`src/rtl/kb_fib_ctrl.sv`:
```
// Keyboard command sequencer: builds a two-digit operand from released-key scan
// codes and launches the Fibonacci engine with a start/ready handshake.
module kb_fib_ctrl #(
    parameter int unsigned N_MAX = 40
) (
    input  logic       clk,
    input  logic       reset,
    input  logic       key_valid,
    input  logic [7:0] key_code,
    input  logic       fib_ready,
    input  logic       fib_done,
    output logic       fib_start,
    output logic       fib_abort,
    output logic [6:0] fib_n,
    output logic [3:0] entry_tens,
    output logic [3:0] entry_units,
    output logic [1:0] entry_cnt,
    output logic       busy,
    output logic       result_valid,
    output logic       err
);

    localparam int unsigned NW = 7;
    localparam int unsigned DW = 4;
    localparam int unsigned CW = 2;

    typedef enum logic [1:0] {
        ST_ENTRY  = 2'd0,
        ST_LAUNCH = 2'd1,
        ST_RUN    = 2'd2,
        ST_DONE   = 2'd3
    } state_t;

    state_t          state_q, state_d;
    logic [DW-1:0]   tens_d, units_d;
    logic [CW-1:0]   cnt_d;
    logic [NW-1:0]   fib_n_d;
    logic            err_d;
    logic            abort_d;

    logic            is_digit, is_enter, is_bksp, is_esc;
    logic [DW-1:0]   digit;
    logic [NW-1:0]   entry_val;

    // Scan-code decode, qualified by the key tick
    always_comb begin
        is_digit = 1'b0;
        is_enter = 1'b0;
        is_bksp  = 1'b0;
        is_esc   = 1'b0;
        digit    = '0;
        if (key_valid) begin
            case (key_code)
                8'h45: begin is_digit = 1'b1; digit = 4'd0; end
                8'h16: begin is_digit = 1'b1; digit = 4'd1; end
                8'h1E: begin is_digit = 1'b1; digit = 4'd2; end
                8'h26: begin is_digit = 1'b1; digit = 4'd3; end
                8'h25: begin is_digit = 1'b1; digit = 4'd4; end
                8'h2E: begin is_digit = 1'b1; digit = 4'd5; end
                8'h36: begin is_digit = 1'b1; digit = 4'd6; end
                8'h3D: begin is_digit = 1'b1; digit = 4'd7; end
                8'h3E: begin is_digit = 1'b1; digit = 4'd8; end
                8'h46: begin is_digit = 1'b1; digit = 4'd9; end
                8'h5A: is_enter = 1'b1;
                8'h66: is_bksp  = 1'b1;
                8'h76: is_esc   = 1'b1;
                default: ;
            endcase
        end
    end

    always_comb begin
        case (entry_cnt)
            2'd2:    entry_val = NW'(entry_tens * 4'd10 + entry_units);
            2'd1:    entry_val = NW'(entry_units);
            default: entry_val = '0;
        endcase
    end

    // Next-state and next register values
    always_comb begin
        state_d = state_q;
        tens_d  = entry_tens;
        units_d = entry_units;
        cnt_d   = entry_cnt;
        fib_n_d = fib_n;
        err_d   = err;
        abort_d = 1'b0;

        case (state_q)
            ST_ENTRY: begin
                if (is_digit) begin
                    if (entry_cnt < 2'd2) begin
                        tens_d  = (entry_cnt == 2'd1) ? entry_units : 4'd0;
                        units_d = digit;
                        cnt_d   = entry_cnt + 2'd1;
                        err_d   = 1'b0;
                    end
                end else if (is_bksp) begin
                    err_d = 1'b0;
                    if (entry_cnt == 2'd2) begin
                        units_d = entry_tens;
                        tens_d  = '0;
                        cnt_d   = 2'd1;
                    end else if (entry_cnt == 2'd1) begin
                        units_d = '0;
                        cnt_d   = 2'd0;
                    end
                end else if (is_esc) begin
                    tens_d  = '0;
                    units_d = '0;
                    cnt_d   = '0;
                    err_d   = 1'b0;
                end else if (is_enter && entry_cnt != 2'd0) begin
                    if (entry_val > NW'(N_MAX)) begin
                        err_d   = 1'b1;
                        tens_d  = '0;
                        units_d = '0;
                        cnt_d   = '0;
                    end else begin
                        fib_n_d = entry_val;
                        state_d = ST_LAUNCH;
                    end
                end
            end
            ST_LAUNCH: begin
                // Esc takes priority over a same-cycle ready
                if (is_esc) begin
                    tens_d  = '0;
                    units_d = '0;
                    cnt_d   = '0;
                    state_d = ST_ENTRY;
                end else if (fib_ready) begin
                    state_d = ST_RUN;
                end
            end
            ST_RUN: begin
                if (is_esc) begin
                    abort_d = 1'b1;
                    tens_d  = '0;
                    units_d = '0;
                    cnt_d   = '0;
                    state_d = ST_ENTRY;
                end else if (fib_done) begin
                    state_d = ST_DONE;
                end
            end
            ST_DONE: begin
                if (is_enter) begin
                    state_d = ST_LAUNCH;
                end else if (is_digit) begin
                    tens_d  = '0;
                    units_d = digit;
                    cnt_d   = 2'd1;
                    state_d = ST_ENTRY;
                end else if (is_esc) begin
                    tens_d  = '0;
                    units_d = '0;
                    cnt_d   = '0;
                    state_d = ST_ENTRY;
                end
            end
            default: state_d = ST_ENTRY;
        endcase
    end

    always_ff @(posedge clk) begin
        if (!reset) begin
            state_q      <= ST_ENTRY;
            entry_tens   <= '0;
            entry_units  <= '0;
            entry_cnt    <= '0;
            fib_n        <= '0;
            err          <= 1'b0;
            fib_abort    <= 1'b0;
            fib_start    <= 1'b0;
            busy         <= 1'b0;
            result_valid <= 1'b0;
        end else begin
            state_q      <= state_d;
            entry_tens   <= tens_d;
            entry_units  <= units_d;
            entry_cnt    <= cnt_d;
            fib_n        <= fib_n_d;
            err          <= err_d;
            fib_abort    <= abort_d;
            fib_start    <= (state_d == ST_LAUNCH);
            busy         <= (state_d == ST_LAUNCH) || (state_d == ST_RUN);
            result_valid <= (state_d == ST_DONE);
        end
    end

endmodule

```
`config.mk`:
```
export PLATFORM = sky130hd
export DESIGN_NAME = kb_fib_ctrl
export DESIGN_NICKNAME = d
export VERILOG_FILES = /design/src/rtl/kb_fib_ctrl.sv
export SDC_FILE = /design/constraint.sdc
export NUM_CORES = 1
export LEC_CHECK = 0
export CORE_MARGIN = 1.5
export CORE_UTILIZATION = 50
export CTS_CLUSTER_DIAMETER = 60
export CTS_CLUSTER_SIZE = 28
export DETAILED_ROUTE_END_ITERATION = 7
export GPL_TIMING_DRIVEN = 0
export HOLD_SLACK_MARGIN = 0.05
export PLACE_DENSITY = 0.84
export SLEW_MARGIN = 10
export SYNTH_ARGS = -nofsm -noshare
export SYNTH_HDL_FRONTEND = slang
export SYNTH_SLANG_ARGS = --single-unit
```
`constraint.sdc`:
```
create_clock -name clk -period 3.9 [get_ports clk]
set_clock_uncertainty 0.15 [all_clocks]
set_input_delay 0.585 -clock clk [delete_from_list [all_inputs] [get_ports clk]]
set_output_delay 0.585 -clock clk [all_outputs]
set_load 0.1 [all_outputs]
```
Word-level counts from Yosys, hierarchy flattened:

Index checks and enable logic that the tools add are counted.

* add/subtract/negate cells: 2
* $mul: 1
* div/mod/pow operators: 0
* order comparisons: 2
* equal/unequal tests: 28
* shift operators: 0
* muxes and demuxes: 64
* bitwise gates (word level): 4
* reductions and logical operators: 13

Operator list (number)
* $mux 4: 20
* $eq 8x6->1 const B: 6
* $mux 2: 23
* $eq 8x7->1 const B: 5
* $pmux 4 s9: 1
* $pmux 4 s3: 2
* $eq 8x5->1 const B: 2
* $mux 1: 15
* $ne 5x5->1 const B: 3
* $pmux 7 s2: 1
* $eq 2x2->1 const B: 5
* $reduce_and 5->1: 2
* $reduce_or 10->1: 1
* $pmux 2 s4: 1
* $reduce_bool 4->1: 2
* $add 7x4->7: 1
* $gt 7x6->1 const B: 1
* $eq 2x1->1 const B: 3
* $mul 4x3->6 const B: 1
* $pmux 2 s3: 1
* $reduce_and 6->1: 1
* $ne 4x4->1 const B: 1
* $not 1->1: 4
* $reduce_and 4->1: 1
* other kinds (11): 11

* bits in registers: 24
* latch bits: 0
* RAM bits: 0
* bits in read-only memories: 0
* output and inout bits: 22
* logic and storage cells: 124
* memories kept: 0

Depth between registers and ports, before layout:

* word-level depth: 12
* gate-level depth with buffers: 14
* depth with buffers taken out: 14

Least setup slack after synthesis:

OpenSTA, ideal clock, no wires.

* path kind: register to register
* start point: register entry_tens[3]
* end point: register fib_start
* library setup time: 115 ps
* data arrival time: 3506 ps
* required time: 3635 ps
* setup slack: 129 ps
* cell stages (with the launch flop): 15
* path through: dfxtp_1 ha_1 ha_1 inv_1 fa_1 nand2b_1 a21oi_1 xnor2_1 nand3_1 nand3_2 or2_0 clkbuf_1 nand3_2 ha_1 and2_1

* cells in the longest elaborated chain, start to end: 11

Ends and longest elaborated chain
* start: declaration: line 15 `output logic [3:0] entry_tens,`
* start signal: assignment: line 181 `entry_tens <= tens_d;`
* $mul 4x3->6: line 74 `2'd2: entry_val = NW'(entry_tens * 4'd10 + entry_units);`
* $add 7x4->7: line 74
* $pmux 7 s2: line 73 `case (entry_cnt)`
* $gt 7x6->1: line 115 `if (entry_val > NW'(N_MAX)) begin`
* $mux 2: line 115
* $mux 2: line 114 `end else if (is_enter && entry_cnt != 2'd0) begin`
* $mux 2: line 109 `end else if (is_esc) begin`
* $mux 2: line 99 `end else if (is_bksp) begin`
* $mux 2: line 92 `if (is_digit) begin`
* $pmux 2 s4: line 90 `case (state_q)`
* $eq 2x1->1: line 187 `fib_start <= (state_d == ST_LAUNCH);`
* end signal: assignment: line 187
* end: declaration: line 12 `output logic fib_start,`

No other way between the ends.
A chain may end at the register's enable or synchronous reset.

Worst setup path after layout:

* start point: register entry_tens[1]
* end point: register busy

* cells in the longest elaborated chain, start to end: 12
* elaborated cells on any way between the ends: 13

Ends and longest elaborated chain
* $mul 4x3->6 *: line 74
* $add 7x4->7 *: line 74
* $pmux 7 s2 *: line 73
* $gt 7x6->1 *: line 115
* $mux 2 *: line 115
* $mux 2 *: line 114
* $mux 2 *: line 109
* $mux 2 *: line 99
* $mux 2 *: line 92
* $pmux 2 s4 *: line 90
* $eq 2x1->1 / $eq 2x2->1 (equally long branches): line 188 `busy <= (state_d == ST_LAUNCH) || (state_d == ST_RUN);`
* $logic_or 1x1->1 *: line 188
* end signal: assignment: line 188
* end: declaration: line 18 `output logic busy,`

Every way passes the cells marked *; elsewhere a longest branch is shown, timed or not.

==> flow_metrics.env <==
export IMPL_hold_viol=0
export IMPL_ys_seq_area_frac=0.254
export IMPL_synthCells=226
export IMPL_dp_hpwl_um=3490
export IMPL_criticalPathCategory="reg2reg"
export IMPL_comb_power_share=0.095
export IMPL_final_area_um2=2330
export IMPL_row_count=22
export IMPL_finalCriticalPeriod_ns=3.43
export IMPL_gp_congestion=0.883
export IMPL_grt_pass1_vias=1607
export IMPL_arrival_ns=3.49
export IMPL_worstPathCellList="ha_1 -> ha_1 -> inv_1 -> fa_1 -> nand2b_1 -> a21oi_1 -> xnor2_1 -> nand3_1 -> nand3_2 -> or2_0 -> clkbuf_1 -> nand3_2 -> ha_1 -> nor2b_1"
export IMPL_utilization=0.642
export IMPL_syn_area_per_cell_um2=8.37
export IMPL_pin_count=35
export IMPL_grt_pass1_wl_um=7510
export IMPL_diodes=0
export IMPL_cts_max_level=1
export IMPL_p_leak_uw=0.000874
export IMPL_drc_errors=0
export IMPL_drt_total_wl_um=4500
export IMPL_cpMostUsedCell="ha_1"
export IMPL_drt_pass1_iter_count=4
export IMPL_rsz0062_at_grt="false"
export IMPL_powerDensity_nw_per_um2=219
export IMPL_cellInternalPower_uw=404
export IMPL_dp_slack_ns=0.408
export IMPL_status="finished, final reports clean"
export IMPL_yosysUniqueCellTypes=59
export IMPL_final_common_cell="clkdlybuf4s50_1"
export IMPL_cts_hold_buf=0
export IMPL_start_kind="flip-flop"
export IMPL_cts_root_buf="clkbuf_8"
export IMPL_rr_startpoint="entry_tens[1]"
export IMPL_insertion_delay_ns=0.27
export IMPL_tns_ns=0
export IMPL_port_buffers=31
export IMPL_antenna_found_initial=0
export IMPL_grt_overflow_total=0
export IMPL_synth_flop_cell="dfxtp_1"
export IMPL_post_dp_cell_area_um2=2260
export IMPL_r2r_end="busy"
export IMPL_syn_nets=255
export IMPL_die_x_um=64.5
export IMPL_cts_tree="built"
export IMPL_cts_buffers=3
export IMPL_post_cts_buffers=0
export IMPL_cts_resized=0
export IMPL_ys_warn_count=0
export IMPL_ant_nets=0
export IMPL_async_flop_share=0
export IMPL_critPathCapture="busy"
export IMPL_syn_area_um2=1890
export IMPL_crit_buf_inv=2
export IMPL_cp_end_kind="flip-flop"
export IMPL_rrSetupSlack_ns=0.47
export IMPL_synth_edf_count=0
export IMPL_layout_common_cells="31 x clkdlybuf4s50_1, 24 x dfxtp_1, 21 x nand2_1"
export IMPL_critPathMaxFanout=9
export IMPL_hold_start="fib_n[4]"
export IMPL_clockBufferDepth=2
export IMPL_cap_violations=0
export IMPL_fin_ws_ns=0.468
export IMPL_first_iter_violations=94
export IMPL_power_net_switching_uw=107
export IMPL_grt_max_degree=15
export IMPL_path_depth=14
export IMPL_ys_ff_latch=24
export IMPL_cp_startpoint="entry_tens[1]"
export IMPL_reg2reg_depth=14
export IMPL_grt_usage=0.223
export IMPL_clkTransAtPathRegs_ns=0.08
export IMPL_cp_required_ns=3.96
export IMPL_fmax_mhz=291
export IMPL_finalMaxSlewViolations=0
export IMPL_cp_slowest_cell="dfxtp_1"
export IMPL_power_frac_seq=0.479
export IMPL_critPathTopFamily="adder cells"
export IMPL_start_util=0.520
export IMPL_routedWlPerCell_um=14.6
export IMPL_max_stage_delay_ns=0.46
export IMPL_dieHeight_um=64.5
export IMPL_layout_drive_gt1_share=0.0613
export IMPL_area_growth_pct=23.4
export IMPL_min_path_type="reg2reg"
export IMPL_synth_largest_area_cell="dfxtp_1"
export IMPL_core_area_um2=3630
export IMPL_setup_viol=0
export IMPL_relSlewSlack=0.346
export IMPL_p_clk_frac=0.426
export IMPL_dieArea_um2=4160
export IMPL_final_nets=291
export IMPL_avgViaCountPerCell=5.89
export IMPL_dr_total_vias=1821
export IMPL_tightest_slew_ns=0.978
export IMPL_synth_top_area_share=0.254
export IMPL_synth_top_cells_by_area="dfxtp_1 25%, ha_1 9.3%, nand2_1 4.2%"
export IMPL_clock_sinks=24
export IMPL_vdd_ir_drop_max_uv=231
export IMPL_fin_crit_sh=0.880
export IMPL_swShare=0.210
[logic make-up after synthesis]
kind of cell    after synthesis  synth area share
compound gates               66             0.259
buf+inv                      23            0.0510
xor+xnor                      6            0.0278
fa+ha+maj                    16             0.114
flops                        24             0.254
mux                           2            0.0106
simple gates                 89             0.283
[sequential cells by signal, summed over array words and instances (netlist names)]
name          flops
fib_n             7
entry_tens        4
entry_units       4
entry_cnt         2
state_q           2
busy              1
err               1
fib_abort         1
fib_start         1
result_valid      1
[per-stage QoR]
step / power [uW] / instances / hold WS [ns]
floorplan: 278 / 226 / 0.516
detailed placement: 298 / 305 / 0.309
global placement: 297 / 305 / 0.301
finish: 511 / 309 / 0.317
CTS: 516 / 309 / 0.322
global route: 531 / 309 / 0.349
[area by class of cell]
cell class	count	area (um^2)
Inverter	13	48.8
Sequential cell	24	480
Fill cell	352	1300
Clock buffer	3	41.3
Timing Repair Buffer	31	310
Buffer	10	47.5
Tap cell	48	60.1
Clock inverter	1	30.0
Multi-Input combinational cell	179	1310
[routing by layer]
layer,GRT usage,vias up,part of all wire,wire (um)
li1,-,904,-,-
met1,0.317,855,0.46,2060
met2,0.366,58,0.48,2150
met3,0.0399,4,0.059,266
met4,0.0266,0,0.0042,19
met5,0,-,0,0
[synthesized netlist by cell type (all sizes together) (5+ instances only)]
cell,number
inv,13
and3,5
nand2,21
nor2b,9
clkbuf,6
o2bb2ai,5
a22o,6
a21oi,9
and2,5
xor2,5
nand3,8
nor3b,6
o21ai,16
dfxtp,24
nor2,9
ha,14
[worst register-to-register path, stage by stage, from the launching register on]
cell      delay [ns]
dfxtp_1         0.46
ha_1            0.28
ha_1            0.20
inv_1           0.06
fa_1            0.43
nand2b_1        0.16
a21oi_1         0.14
xnor2_1         0.14
nand3_1         0.15
nand3_2         0.22
or2_0           0.13
clkbuf_1        0.30
nand3_2         0.14
ha_1            0.29
nor2b_1         0.12
[how the worst min path moves through the flow]
stage                 endpoint  slack [ns]  cells past startpoint
floorplan           state_q[0]        0.52                      3
global placement      fib_n[4]        0.30                      2
detailed placement    fib_n[4]        0.31                      2
CTS                   fib_n[4]        0.32                      2
global route          fib_n[1]        0.35                      2
finish                fib_n[4]        0.32                      2
[power by group through the flow]
stage	Combinational (uW)	Clock, uW	Sequential [uW]
2_1_floorplan	27.0	0	251
3_3_place_gp	46.6	0	251
5_1_grt	53.1	233	245
4_1_cts	47.8	223	245
6_report	48.6	218	245
3_5_place_dp	47.6	0	251
Note: power is estimated with default switching activity, not from simulation.
